--- src/rtl/console_pkg.sv ---
// console_pkg: shared constants, state encoding and address helper for the
// VGA text console controller.
//   COLS/ROWS  : screen geometry in characters
//   BLANK      : fill character used for clear, scroll and backspace
//   SC_*       : PS/2 set-2 scancode bytes with control meaning
//   state_t    : console_ctrl FSM states
//   cell_addr  : row/column to linear character RAM address
package console_pkg;

    localparam int COLS         = 70;
    localparam int ROWS         = 30;
    localparam int CELLS        = COLS * ROWS;
    localparam int SCROLL_CELLS = (ROWS - 1) * COLS;

    localparam logic [7:0] BLANK    = 8'h20;
    localparam logic [7:0] SC_BREAK = 8'hF0;
    localparam logic [7:0] SC_EXT   = 8'hE0;
    localparam logic [7:0] SC_ENTER = 8'h5A;
    localparam logic [7:0] SC_BKSP  = 8'h66;

    typedef enum logic [2:0] {
        ST_CLEAR,
        ST_IDLE,
        ST_WRITE,
        ST_SCROLL_RD,
        ST_SCROLL_WR,
        ST_SCROLL_BLANK
    } state_t;

    function automatic logic [11:0] cell_addr(input logic [4:0] row, input logic [6:0] col);
        return 12'(row) * 12'(COLS) + 12'(col);
    endfunction

endpackage

--- src/rtl/ps2_scan_decode.sv ---
// ps2_scan_decode: combinational PS/2 set-2 make code to ASCII translation.
//   code  in  8  make code byte
//   ascii out 8  lowercase letters, digits, space (0x29) and unshifted
//                punctuation; 0x00 for any code without a printable mapping
module ps2_scan_decode (
    input  logic [7:0] code,
    output logic [7:0] ascii
);

    always_comb begin
        ascii = 8'h00;
        case (code)
            8'h1C: ascii = "a";
            8'h32: ascii = "b";
            8'h21: ascii = "c";
            8'h23: ascii = "d";
            8'h24: ascii = "e";
            8'h2B: ascii = "f";
            8'h34: ascii = "g";
            8'h33: ascii = "h";
            8'h43: ascii = "i";
            8'h3B: ascii = "j";
            8'h42: ascii = "k";
            8'h4B: ascii = "l";
            8'h3A: ascii = "m";
            8'h31: ascii = "n";
            8'h44: ascii = "o";
            8'h4D: ascii = "p";
            8'h15: ascii = "q";
            8'h2D: ascii = "r";
            8'h1B: ascii = "s";
            8'h2C: ascii = "t";
            8'h3C: ascii = "u";
            8'h2A: ascii = "v";
            8'h1D: ascii = "w";
            8'h22: ascii = "x";
            8'h35: ascii = "y";
            8'h1A: ascii = "z";
            8'h45: ascii = "0";
            8'h16: ascii = "1";
            8'h1E: ascii = "2";
            8'h26: ascii = "3";
            8'h25: ascii = "4";
            8'h2E: ascii = "5";
            8'h36: ascii = "6";
            8'h3D: ascii = "7";
            8'h3E: ascii = "8";
            8'h46: ascii = "9";
            8'h29: ascii = " ";
            8'h4E: ascii = "-";
            8'h55: ascii = "=";
            8'h54: ascii = "[";
            8'h5B: ascii = "]";
            8'h5D: ascii = 8'h5C;
            8'h4C: ascii = ";";
            8'h52: ascii = "'";
            8'h41: ascii = ",";
            8'h49: ascii = ".";
            8'h4A: ascii = "/";
            8'h0E: ascii = 8'h60;
            default: ascii = 8'h00;
        endcase
    end

endmodule

--- src/rtl/console_ctrl.sv ---
// console_ctrl: sequencing controller for the VGA text console.
// Decodes PS/2 set-2 bytes into characters, owns the single port of the
// COLS x ROWS character RAM, tracks the cursor, clears the screen after
// reset and scrolls the buffer up one row when output runs off the bottom.
//   clk, rst      clock; asynchronous active-high reset
//   key_valid     one-cycle strobe qualifying key_code
//   key_code      raw PS/2 byte (make, 0xF0 break, 0xE0 extended)
//   ram_rdata     RAM read data, valid the cycle after ram_addr
//   ram_addr      RAM address = row*COLS + col
//   ram_wdata     RAM write data
//   ram_we        RAM write enable
//   cursor_col    current column 0..COLS-1
//   cursor_row    current row 0..ROWS-1
//   busy          high whenever the FSM is not IDLE
//   key_overflow  one-cycle pulse when an incoming byte is dropped
module console_ctrl
    import console_pkg::*;
(
    input  logic        clk,
    input  logic        rst,
    input  logic        key_valid,
    input  logic [7:0]  key_code,
    input  logic [7:0]  ram_rdata,
    output logic [11:0] ram_addr,
    output logic [7:0]  ram_wdata,
    output logic        ram_we,
    output logic [6:0]  cursor_col,
    output logic [4:0]  cursor_row,
    output logic        busy,
    output logic        key_overflow
);

    localparam logic [6:0]  COL_LAST    = 7'(COLS - 1);
    localparam logic [4:0]  ROW_LAST    = 5'(ROWS - 1);
    localparam logic [11:0] ADDR_LAST   = 12'(CELLS - 1);
    localparam logic [11:0] SCROLL_LAST = 12'(SCROLL_CELLS - 1);
    localparam logic [11:0] BLANK_BASE  = 12'(SCROLL_CELLS);

    state_t      state;
    logic [11:0] cnt;
    logic [11:0] addr_q;
    logic [7:0]  wdata_q;
    logic        we_q;
    logic        hold_valid;
    logic [7:0]  hold_code;
    logic        brk_flag;
    logic        ext_flag;
    logic        wr_bksp;

    logic        dec_go;
    logic [7:0]  dec_code;
    logic [7:0]  dec_ascii;

    // A held byte always has priority over a fresh strobe so bytes are
    // decoded in arrival order.
    always_comb begin
        dec_go   = 1'b0;
        dec_code = key_code;
        if (state == ST_IDLE) begin
            if (hold_valid) begin
                dec_go   = 1'b1;
                dec_code = hold_code;
            end else if (key_valid) begin
                dec_go   = 1'b1;
            end
        end
    end

    ps2_scan_decode u_decode (
        .code  (dec_code),
        .ascii (dec_ascii)
    );

    always_ff @(posedge clk or posedge rst) begin
        if (rst) begin
            state        <= ST_CLEAR;
            cnt          <= '0;
            addr_q       <= '0;
            wdata_q      <= BLANK;
            we_q         <= 1'b0;
            hold_valid   <= 1'b0;
            hold_code    <= '0;
            brk_flag     <= 1'b0;
            ext_flag     <= 1'b0;
            wr_bksp      <= 1'b0;
            cursor_col   <= '0;
            cursor_row   <= '0;
            key_overflow <= 1'b0;
        end else begin
            key_overflow <= 1'b0;

            // One-entry hold buffer: absorbs a byte while busy, and refills
            // from a simultaneous strobe while the held byte is decoded.
            if (state != ST_IDLE) begin
                if (key_valid) begin
                    if (!hold_valid) begin
                        hold_valid <= 1'b1;
                        hold_code  <= key_code;
                    end else begin
                        key_overflow <= 1'b1;
                    end
                end
            end else if (hold_valid) begin
                if (key_valid) begin
                    hold_code <= key_code;
                end else begin
                    hold_valid <= 1'b0;
                end
            end

            case (state)
                ST_CLEAR: begin
                    if (cnt == ADDR_LAST) begin
                        cnt   <= '0;
                        state <= ST_IDLE;
                    end else begin
                        cnt <= cnt + 12'd1;
                    end
                end

                ST_IDLE: begin
                    if (dec_go) begin
                        if (dec_code == SC_BREAK) begin
                            brk_flag <= 1'b1;
                        end else if (dec_code == SC_EXT) begin
                            ext_flag <= 1'b1;
                        end else if (brk_flag || ext_flag) begin
                            // Byte belongs to a release or extended sequence.
                            brk_flag <= 1'b0;
                            ext_flag <= 1'b0;
                        end else if (dec_code == SC_ENTER) begin
                            cursor_col <= '0;
                            if (cursor_row != ROW_LAST) begin
                                cursor_row <= cursor_row + 5'd1;
                            end else begin
                                state  <= ST_SCROLL_RD;
                                cnt    <= '0;
                                addr_q <= 12'(COLS);
                                we_q   <= 1'b0;
                            end
                        end else if (dec_code == SC_BKSP) begin
                            if (cursor_col != 7'd0) begin
                                addr_q  <= cell_addr(cursor_row, cursor_col - 7'd1);
                                wdata_q <= BLANK;
                                we_q    <= 1'b1;
                                wr_bksp <= 1'b1;
                                state   <= ST_WRITE;
                            end
                        end else if (dec_ascii != 8'h00) begin
                            addr_q  <= cell_addr(cursor_row, cursor_col);
                            wdata_q <= dec_ascii;
                            we_q    <= 1'b1;
                            wr_bksp <= 1'b0;
                            state   <= ST_WRITE;
                        end
                    end
                end

                // Cursor moves only after the character has been written.
                ST_WRITE: begin
                    we_q  <= 1'b0;
                    state <= ST_IDLE;
                    if (wr_bksp) begin
                        cursor_col <= cursor_col - 7'd1;
                    end else if (cursor_col == COL_LAST) begin
                        cursor_col <= '0;
                        if (cursor_row != ROW_LAST) begin
                            cursor_row <= cursor_row + 5'd1;
                        end else begin
                            state  <= ST_SCROLL_RD;
                            cnt    <= '0;
                            addr_q <= 12'(COLS);
                        end
                    end else begin
                        cursor_col <= cursor_col + 7'd1;
                    end
                end

                // Read cell a+COLS; its data arrives during SCROLL_WR.
                ST_SCROLL_RD: begin
                    state  <= ST_SCROLL_WR;
                    addr_q <= cnt;
                    we_q   <= 1'b1;
                end

                ST_SCROLL_WR: begin
                    if (cnt == SCROLL_LAST) begin
                        state   <= ST_SCROLL_BLANK;
                        addr_q  <= BLANK_BASE;
                        wdata_q <= BLANK;
                        we_q    <= 1'b1;
                    end else begin
                        state  <= ST_SCROLL_RD;
                        cnt    <= cnt + 12'd1;
                        addr_q <= cnt + 12'(COLS + 1);
                        we_q   <= 1'b0;
                    end
                end

                ST_SCROLL_BLANK: begin
                    if (addr_q == ADDR_LAST) begin
                        state <= ST_IDLE;
                        we_q  <= 1'b0;
                    end else begin
                        addr_q <= addr_q + 12'd1;
                    end
                end

                default: state <= ST_CLEAR;
            endcase
        end
    end

    // CLEAR drives the port straight from its counter so the first blank
    // lands in the very first cycle after reset release; SCROLL_WR forwards
    // the registered RAM read data into the write.
    always_comb begin
        ram_addr  = addr_q;
        ram_wdata = wdata_q;
        ram_we    = we_q;
        case (state)
            ST_CLEAR: begin
                ram_addr  = cnt;
                ram_wdata = BLANK;
                ram_we    = ~rst;
            end
            ST_SCROLL_WR: ram_wdata = ram_rdata;
            default: ;
        endcase
    end

    assign busy = (state != ST_IDLE);

endmodule
--- config.mk ---
export PLATFORM = sky130hd
export DESIGN_NAME = console_ctrl
export DESIGN_NICKNAME = d
export VERILOG_FILES = /design/src/rtl/console_pkg.sv /design/src/rtl/ps2_scan_decode.sv /design/src/rtl/console_ctrl.sv
export SDC_FILE = /design/constraint.sdc
export NUM_CORES = 1
export LEC_CHECK = 0
export ABC_AREA = 0
export BUFFER_PORTS_ARGS = -buffer_cell sky130_fd_sc_hd__buf_2
export CAP_MARGIN = 40
export CORE_MARGIN = 2
export CORE_UTILIZATION = 45
export CTS_CLUSTER_SIZE = 8
export DETAILED_ROUTE_END_ITERATION = 12
export GPL_TIMING_DRIVEN = 0
export PLACE_DENSITY_LB_ADDON = 0.25
export SLEW_MARGIN = 40
export SYNTH_ARGS = -nofsm -noshare
export SYNTH_HDL_FRONTEND = slang
export SYNTH_SLANG_ARGS = --single-unit
--- constraint.sdc ---
create_clock -name clk -period 4.4 [get_ports clk]
set_clock_uncertainty 0.1 [all_clocks]
set_input_delay 0.22 -clock clk [delete_from_list [all_inputs] [get_ports clk]]
set_output_delay 0.22 -clock clk [all_outputs]
set_load 0.02 [all_outputs]
* Yosys cells after proc, flatten, opt, wreduce, memory -nomap -nowiden *
Memories as Yosys holds them, arrays and structs flattened.
Index checks and enable logic that the tools add are counted.

storage, ports and cells
  register bits = 61
  bits in read-only memories = 896
  logic and storage cells = 193
  memories = 1

memory list
  name              words  width  read ports  clocked after memory_dff  wr ports  RTL line               source
  (name not given)  128    7      1           0                         0         ps2_scan_decode.sv:12  case (code)

cells by class
  add/subtract/negate cells = 8
  multipliers = 1
  equality and inequality tests = 37
  multiplexer cells = 105
  bitwise logic cells = 5
  reduce and logical (&&, ||, !) cells = 23

operators by type and width
  cell                     count
  $mux W12                 24
  $mux W8                  16
  $pmux W12 S5             1
  $mux W7                  7
  $pmux W12 S4             1
  $mux W5                  8
  $mux W3                  12
  $reduce_and A9 Y1        4
  $pmux W8 S2              2
  $ne A2 B2 Y1 const B     15
  $mux W1                  27
  $add A12 B1 Y12 const B  2
  $add A12 B7 Y12          2
  $eq A12 B12 Y1 const B   2
  $pmux W3 S6              1
  $eq A8 B7 Y1 const B     2
  $eq A8 B8 Y1 const B     2
  $reduce_and A8 Y1        2
  $pmux W7 S2              1
  $add A12 B7 Y12 const B  1
  $eq A12 B11 Y1 const B   1
  $reduce_bool A2 Y1       6
  $mul A5 B6 Y11 const B   1
  $pmux W5 S2              1
  27 further kinds         38

* Logic depth before layout (Yosys ltp) *
Gate-level depths: netlist (run 1).
An unclocked memory read counts as a cell.

  depth after elaboration = 13
  mapped depth = 23
  gate-level depth less buffers = 19

* Modules after synthesis *
Synthesis (run 1) repeated with hierarchy kept, for this count alone.

second synthesis, totals
  cell total of the unflattened synthesis = 889
  area, all modules = 6,831.6 µm²

by module, submodules not included
  module           instances  cells each  area an instance (µm²)  sequential area each (µm²)
  console_ctrl     1          741         5,896.9                 1,527.7
  ps2_scan_decode  1          148         934.6                   0.0

* Worst setup path before layout (run 1) *
No wires, ideal clock.

  path type = reg2reg
  from = register state[1]
  to = register addr_q[11]
  setup time = 0.135 ns
  data arrival time = 4.221 ns
  data required time = 4.165 ns
  slack = -0.056 ns
  cell stages (with the launch flop) = 23
  buffers on the path = 4
  cells stage by stage = dfrtp_1 > nand4bb_4 > buf_6 > buf_6 > clkbuf_1 > nand2_1 > nand2_1 > inv_1 > ha_1 > clkbuf_1 > nand3_1 > nand2_1 > o21ai_0 > ha_1 > fa_1 > a21o_1 > a21oi_1 > o21ai_0 > nand3_1 > o31ai_1 > a221o_1 > o211ai_1 > o211ai_1

on the way
  longest elaborated chain between the ends = 10
  elaborated cells between the ends (all ways) = 32
  those cells by class = eq/ne: 18; mux: 10; reduce/logical: 3; memory: 1

RTL lines
  item                                                      RTL line             source
  start, declared                                           console_ctrl.sv:39   state_t state;
  start signal, assigned                                    console_ctrl.sv:76   state <= ST_CLEAR;
  start signal, assigned                                    console_ctrl.sv:115  state <= ST_IDLE;
  start signal, assigned                                    console_ctrl.sv:136  state <= ST_SCROLL_RD;
  branches (longest 10 deep; another with $mem_v2 Z128 W7)  n/a
  end signal, assigned                                      console_ctrl.sv:138  addr_q <= 12'(COLS);
  end signal, assigned                                      console_ctrl.sv:143  addr_q <= cell_addr(cursor_row, cursor_col - 7'd1);
  end signal, assigned                                      console_ctrl.sv:150  addr_q <= cell_addr(cursor_row, cursor_col);
  end, declared                                             console_ctrl.sv:41   logic [11:0] addr_q;

Several ways; the timed one is not identified. The select of a mux whose other input is x is not followed.
A chain may end at the register's enable or synchronous reset.

* Worst setup path in the final report (run 1) *
  from = register state[1]
  to = register addr_q[4]

The elaborated chain is that of the path after synthesis.

==> flow_summary_export.csv, run 1 <==
group,metric,value,unit
power,p_total,1.75,mW
clocking,cts-root-buf,"clkbuf_16",
power,power_density,205,mW/mm^2
global_route,globalRouteOverflowTotal,0,
detailed_routing,first_pass_iters,6,
clocking,cts_buffers,9,
global_route,grt_usage,31.5,%
timing,slew_viol_final,0,
final_layout,regArea,0.00151,mm^2
final_layout,fill_cells,1537,
timing,hold_violations,0,
worst_setup_path,cp.arrival,4500,ps
final_layout,final_core_util,54.0,%
synthesis,synth_cells,969,
power,ir_drop,0.185,mV
floorplanning,die_area,0.0172,mm^2
floorplanning,die_width,131,um
clocking,insertion_delay,350,ps
timing,maxSlewHeadroom,47.0,%
timing,holdWs,95.0,ps
detailed_routing,wl,27100,um
status,status,"completed",
synthesis,netlist_area,0.00726,mm^2
hold_path,holdCritStartpoint,"key_code[6]",
synthesis,synth.top_cell.area_share,20.3,%
timing,setup_slack,28.0,ps
worst_setup_path,crit_path_max_fanout,10,
synthesis,synth_largest_area_cell,"dfrtp_1",
floorplanning,row_count,46,
synthesis,synth_top_family_by_area,"simple AND/OR/NAND/NOR gates",
global_route,grt_pass1_vias,7250,
power,p_seq_share,33.8,%
timing,max_freq,0.229,GHz
clocking,cts_tree,"yes",
worst_setup_path,crit_buf_inv,4,
placement,port_buffers,50,
global_route,grt_max_degree,38,
final_layout,diodes,0,
worst_setup_path,cp_cell_sequence,"nand4bb_4 -> buf_12 -> buf_8 -> buf_8 -> mux2_4 -> inv_1 -> ha_2 -> nand3b_1 -> o211ai_1 -> nor4bb_1 -> a21oi_2 -> o2111ai_4 -> o31ai_4 -> a21oi_4 -> mux2_2",
synthesis,synthSimpleGateAreaFrac,26.9,%
timing,worst_pin_slew,792,ps
timing,finalSetupViolations,0,
synthesis,synth_seq_cells,60,
run,maxCapViolCount,0,
placement,dp_slack,-1130,ps
clocking,h-tree-depth,3,
worst_setup_path,crit_path_end_kind,"register",
worst_setup_path,cp_common_cell,"buf_8",
hold_path,hp-class,"input pin to register",
placement,placed_area,0.00780,mm^2
synthesis,synth_commonest_cells,"127 x nand2_1, 84 x o21ai_0, 63 x nor2_1",
floorplanning,core,0.0158,mm^2
detailed_routing,drt_iter0_markers,981,
synthesis,async_flop_share,100,%
synthesis,synth_most_common_cell,"nand2_1",
detailed_routing,wire_per_inst,21.4,um
global_route,grt_pass1_wl,41300,um
final_layout,finish.instance_area,0.00855,mm^2
floorplanning,ios,54,
power,p_leak,3.54,nW
power,internal-power,1.16,mW
synthesis,synth_fa_ha_area_share,7.07,%
final_layout,nNetsFinal,1103,
detailed_routing,antenna_left,0,
floorplanning,start_util,45.8,%
synthesis,ys_warn_count,0,
placement,dp_hpwl,19800,um
power,clkPwrFrac,42.8,%
power,switching_share,33.9,%
power,combPwrFrac,23.3,%
power,net-switching-power,0.594,mW
synthesis,synth-compound-area-share,26.4,%
detailed_routing,num_vias,8072,
synthesis,synth_edf_count,0,
global_route,antenna_found_initial,0,
timing,fin_crit_sh,99.4,%
clocking,clkTransAtPathRegs,60,ps
worst_setup_path,cp.required,4530,ps
detailed_routing,vias_per_cell,6.38,
synthesis,synth_xor_area_share,4.10,%
worst_setup_path,start_kind,"register",
worst_setup_path,cp_top_family,"simple AND/OR/NAND/NOR gates",
final_layout,drive_gt1_share,17.0,%
synthesis,synth_fp_nets,1027,
worst_setup_path,startpoint,"state[1]",
floorplanning,die_h,131,um
final_layout,syn_to_final_growth,17.8,%
worst_setup_path,crit_slowest_cell,"nor4bb_1",
timing,fin_crit,4370,ps
clocking,clkSinkCount,60,
final_layout,multi_input_area,0.00556,mm^2
clocking,clock_path_buffers,2,
worst_setup_path,critPathMaxStageDelay,590,ps
placement,gp_congestion,1.01,
synthesis,synth_area_per_cell,7.49,um^2
synthesis,synth_area_leaders,"dfrtp_1 20%, nand2_1 6.6%, ha_1 6.4%",
synthesis,ys_types,87,
synthesis,yosys_most_used_dff,"dfrtp_1",
synthesis,muxShareOfSynthArea,8.59,%
synthesis,ys_seq_area_share,20.7,%
worst_setup_path,critPathKind,"register to register",
detailed_routing,drc,0,
worst_setup_path,r2r_start,"state[1]",
## kinds of logic (layout without fill, tap and decap cells)
family          count (synthesis)  in the layout
buf+inv                       112            193
fa+ha+maj                      40             40
compound gates                281            281
mux                            55             55
flops                          60             60
xor+xnor                       34             34
simple gates                  387            387
## final cells by class
class	count	area share, %
clock buffers	9	2.63
flip-flops and latches	60	17.6
repair buffers	68	4.68
plain buffers	72	4.27
multi-input cells	797	65.1
well taps	216	3.16
clock inverters	7	0.878
inverters	37	1.65
## final timing paths
path,endpoint,slack (ps),cells after the start
max,addr_q[4],30,15
min,hold_code[6],100,2
max reg2reg,addr_q[4],30,15
min reg2reg,wdata_q[4],410,2
max in group asynchronous,wdata_q[5],3330,4
min in group asynchronous,cnt[8],300,3
## through the flow
step,setup TNS (ps),std cells
6_report,0,1266
3_3_place_gp,-21730,1235
4_1_cts,0,1256
2_1_floorplan,0,969
3_5_place_dp,-20440,1236
5_1_grt,-84.9,1266
## layout by cell type, fill, tap and decap left out, drive strengths merged, types with 6 or more instances in the layout
cell type  netlist  layout
and2             6       6
o211ai          12      12
nand3b           9       9
nor3b            7       7
mux2            25      25
nor4             8       8
mux2i           30      30
o31ai           11      11
buf             19      86
a31oi           16      16
and3            16      16
or2              6       6
a21o             7       7
a211oi          14      14
o21ai           87      87
nor2b           25      25
clkbuf          56      62
nor2            63      63
o22ai           11      11
xnor2           29      29
nand2          127     127
dfrtp           59      59
ha              37      37
nor3            23      23
inv             37      38
a221oi           8       8
a21oi           47      47
nand4           14      14
nand2b          27      27
o2111ai          6       6
nand3           37      37
## per-layer routing
layer | vias to the layer above | track usage (%) | part of all wire (%)
met5 | - | 0 | 0
met4 | 0 | 8.26 | 2.1
met3 | 53 | 8.18 | 11
met2 | 508 | 45.6 | 42
met1 | 3789 | 46.2 | 44
li1 | 3722 | - | -
## power groups by stage
stage / Sequential [mW] / Clock, mW / Combinational [mW]
3_3_place_gp: 0.601 / 0 / 0.359
6_report: 0.593 / 0.751 / 0.409
2_1_floorplan: 0.595 / 0 / 0.245
5_1_grt: 0.594 / 0.784 / 0.434
4_1_cts: 0.591 / 0.762 / 0.376
3_5_place_dp: 0.601 / 0 / 0.355
## state kept, by name, indices dropped and copies added, names as in the netlist, 3 cells and up
register,cells
wdata_q,7
cnt,12
addr_q,12
cursor_row,5
state,3
hold_code,8
cursor_col,7
## what timing repair did
action                     4_1_cts  5_1_grt
hold buffers                     1        0
setup buffers                    6       10
setup endpoints to repair       36       24
resized for setup               45       29
hold endpoints to repair        23        0
pin swaps                        6       14
(Power assumes the default switching activity.)
==> inputs of run 2 (changes only) <==
Settings changed: CORE_ASPECT_RATIO set to 1.1.
Clock period 4.4 ns to 3.9 ns, I/O delays scaled along.
==> flow_summary_export.csv, run 2 (synthesized netlist as in run 1, its figures left out) <==
group,metric,value,unit
detailed_routing,drt_iter0_markers,753,
clocking,insertion_delay,340,ps
clocking,clock_path_buffers,2,
floorplanning,start_util,46.1,%
global_route,antenna_found_initial,0,
floorplanning,core,0.0157,mm^2
worst_setup_path,crit_path_end_kind,"register",
hold_path,hp-class,"input pin to register",
floorplanning,die_area,0.0172,mm^2
final_layout,layout_commonest_cell,"nand2_1",
worst_setup_path,critPathKind,"register to register",
worst_setup_path,cp_top_family,"compound AO/OA/AOI/OAI gates",
global_route,grt_pass1_wl,45300,um
final_layout,regArea,0.00151,mm^2
timing,fin_crit,4160,ps
power,p_total,2.03,mW
final_layout,mostFrequentLayoutCells,"118 x nand2_1, 73 x o21ai_0, 58 x nor2_1, 58 x buf_4, 57 x dfrtp_1",
clocking,clkTransAtPathRegs,60,ps
worst_setup_path,crit_slowest_cell,"a311o_1",
final_layout,final_core_util,59.6,%
power,power_density,217,mW/mm^2
worst_setup_path,start_kind,"register",
final_layout,multi_input_area,0.00588,mm^2
timing,maxSlewHeadroom,48.2,%
timing,grt_setup_unrepaired,"true",
detailed_routing,wire_per_inst,22.6,um
worst_setup_path,cp_cell_sequence,"nand4bb_4 -> buf_12 -> buf_12 -> buf_12 -> mux2_4 -> ha_4 -> nor2b_4 -> o21ai_2 -> a311o_1 -> a2111oi_4 -> a32oi_2 -> nand3_2 -> o31ai_4 -> buf_12 -> a21oi_4 -> mux2_4",
timing,slew_viol_final,0,
global_route,grt_max_degree,40,
worst_setup_path,critPathMaxStageDelay,440,ps
floorplanning,row_count,48,
floorplanning,ios,54,
final_layout,layout.cells.non_filler,1305,
detailed_routing,num_vias,8480,
timing,hold_violations,0,
timing,setup_slack,-256,ps
timing,worst_pin_slew,775,ps
worst_setup_path,crit_buf_inv,4,
clocking,cts_buffers,9,
worst_setup_path,crit_path_max_fanout,6,
clocking,h-tree-depth,3,
placement,dp_hpwl,20900,um
placement,gp_congestion,1.00,
global_route,grt_usage,33.7,%
placement,port_buffers,50,
timing,fin_crit_sh,107,%
detailed_routing,drc,0,
worst_setup_path,cp.arrival,4280,ps
timing,tns,-4080,ps
final_layout,finish.instance_area,0.00938,mm^2
final_layout,syn_to_final_growth,29.3,%
worst_setup_path,cp.required,4020,ps
final_layout,diodes,0,
placement,placed_area,0.00795,mm^2
status,status,"complete, but fails checks",
global_route,globalRouteOverflowTotal,0,
timing,max_freq,0.241,GHz
power,p_leak,3.97,nW
worst_setup_path,cp_common_cell,"buf_12",
run,maxCapViolCount,0,
detailed_routing,first_pass_iters,7,
floorplanning,die_h,137,um
placement,dp_slack,-1140,ps
detailed_routing,vias_per_cell,6.50,
timing,holdWs,69.2,ps
clocking,clkSinkCount,60,
detailed_routing,antenna_left,0,
final_layout,drive_gt1_share,25.0,%
power,ir_drop,0.185,mV
floorplanning,die_width,125,um
global_route,grt_pass1_vias,8072,
final_layout,reg.largest.list,"addr_q: 12 flops, cnt: 12 flops, hold_code: 8 flops",
final_layout,nNetsFinal,1158,
final_layout,fill_cells,1484,
status,failed_checks,"setup timing",
clocking,cts-root-buf,"clkbuf_16",
clocking,cts_tree,"yes",
timing,finalSetupViolations,23,
placement,dp_cells,1220,
detailed_routing,wl,29500,um
[run 2: cell types whose count changed in the layout (fill, tap and decap cells not counted), moves of 6 or more]
| cell | delta |
|---|---|
| buf_4 | +41 |
| mux2_4 | +6 |
| buf_12 | +7 |
| nand2_1 | -7 |
| buf_6 | +8 |
[run 2: report_power, final]
part	internal, mW	leakage (nW)	switching, mW
sequential	0.640	0.699	0.0321
combinational	0.220	3.13	0.314
clock	0.512	0.147	0.317
[run 2: worst paths after layout]
check                            startpoint      endpoint  slack [ps]  cells after the start
worst min-delay path            key_code[6]  hold_code[6]          70                      2
min in group asynchronous               rst        cnt[1]         270                      3
worst max register to register     state[1]     addr_q[2]        -260                     16
worst max-delay path               state[1]     addr_q[2]        -260                     16
max in group asynchronous               rst    hold_valid        2890                      4
worst min register to register     ext_flag      ext_flag         410                      1
[run 2: per-layer routing]
metal / vias up / global-route usage [%] / part of all wire, %
met5: - / 0 / 0
met3: 148 / 4.93 / 6.1
li1: 3828 / - / -
met4: 0 / 24.1 / 7.7
met2: 453 / 59.3 / 48
met1: 4051 / 37.6 / 38
[run 2: layout make-up]
| class | count | area share [%] |
|---|---|---|
| Inverter | 37 | 1.57 |
| Buffer | 72 | 4.36 |
| Clock buffer | 12 | 2.63 |
| Sequential cell | 60 | 16.0 |
| Multi-Input combinational cell | 798 | 62.7 |
| Tap cell | 200 | 2.67 |
| Clock inverter | 4 | 0.520 |
| Timing Repair Buffer | 122 | 9.53 |
[run 2: what timing repair did]
action	CTS	global route
hold buffers	1	0
cloned	2	0
buffers inserted	45	25
hold endpoints to repair	20	0
endpoints found under the setup margin	40	40
pin swaps	30	48
gates resized for setup	67	58
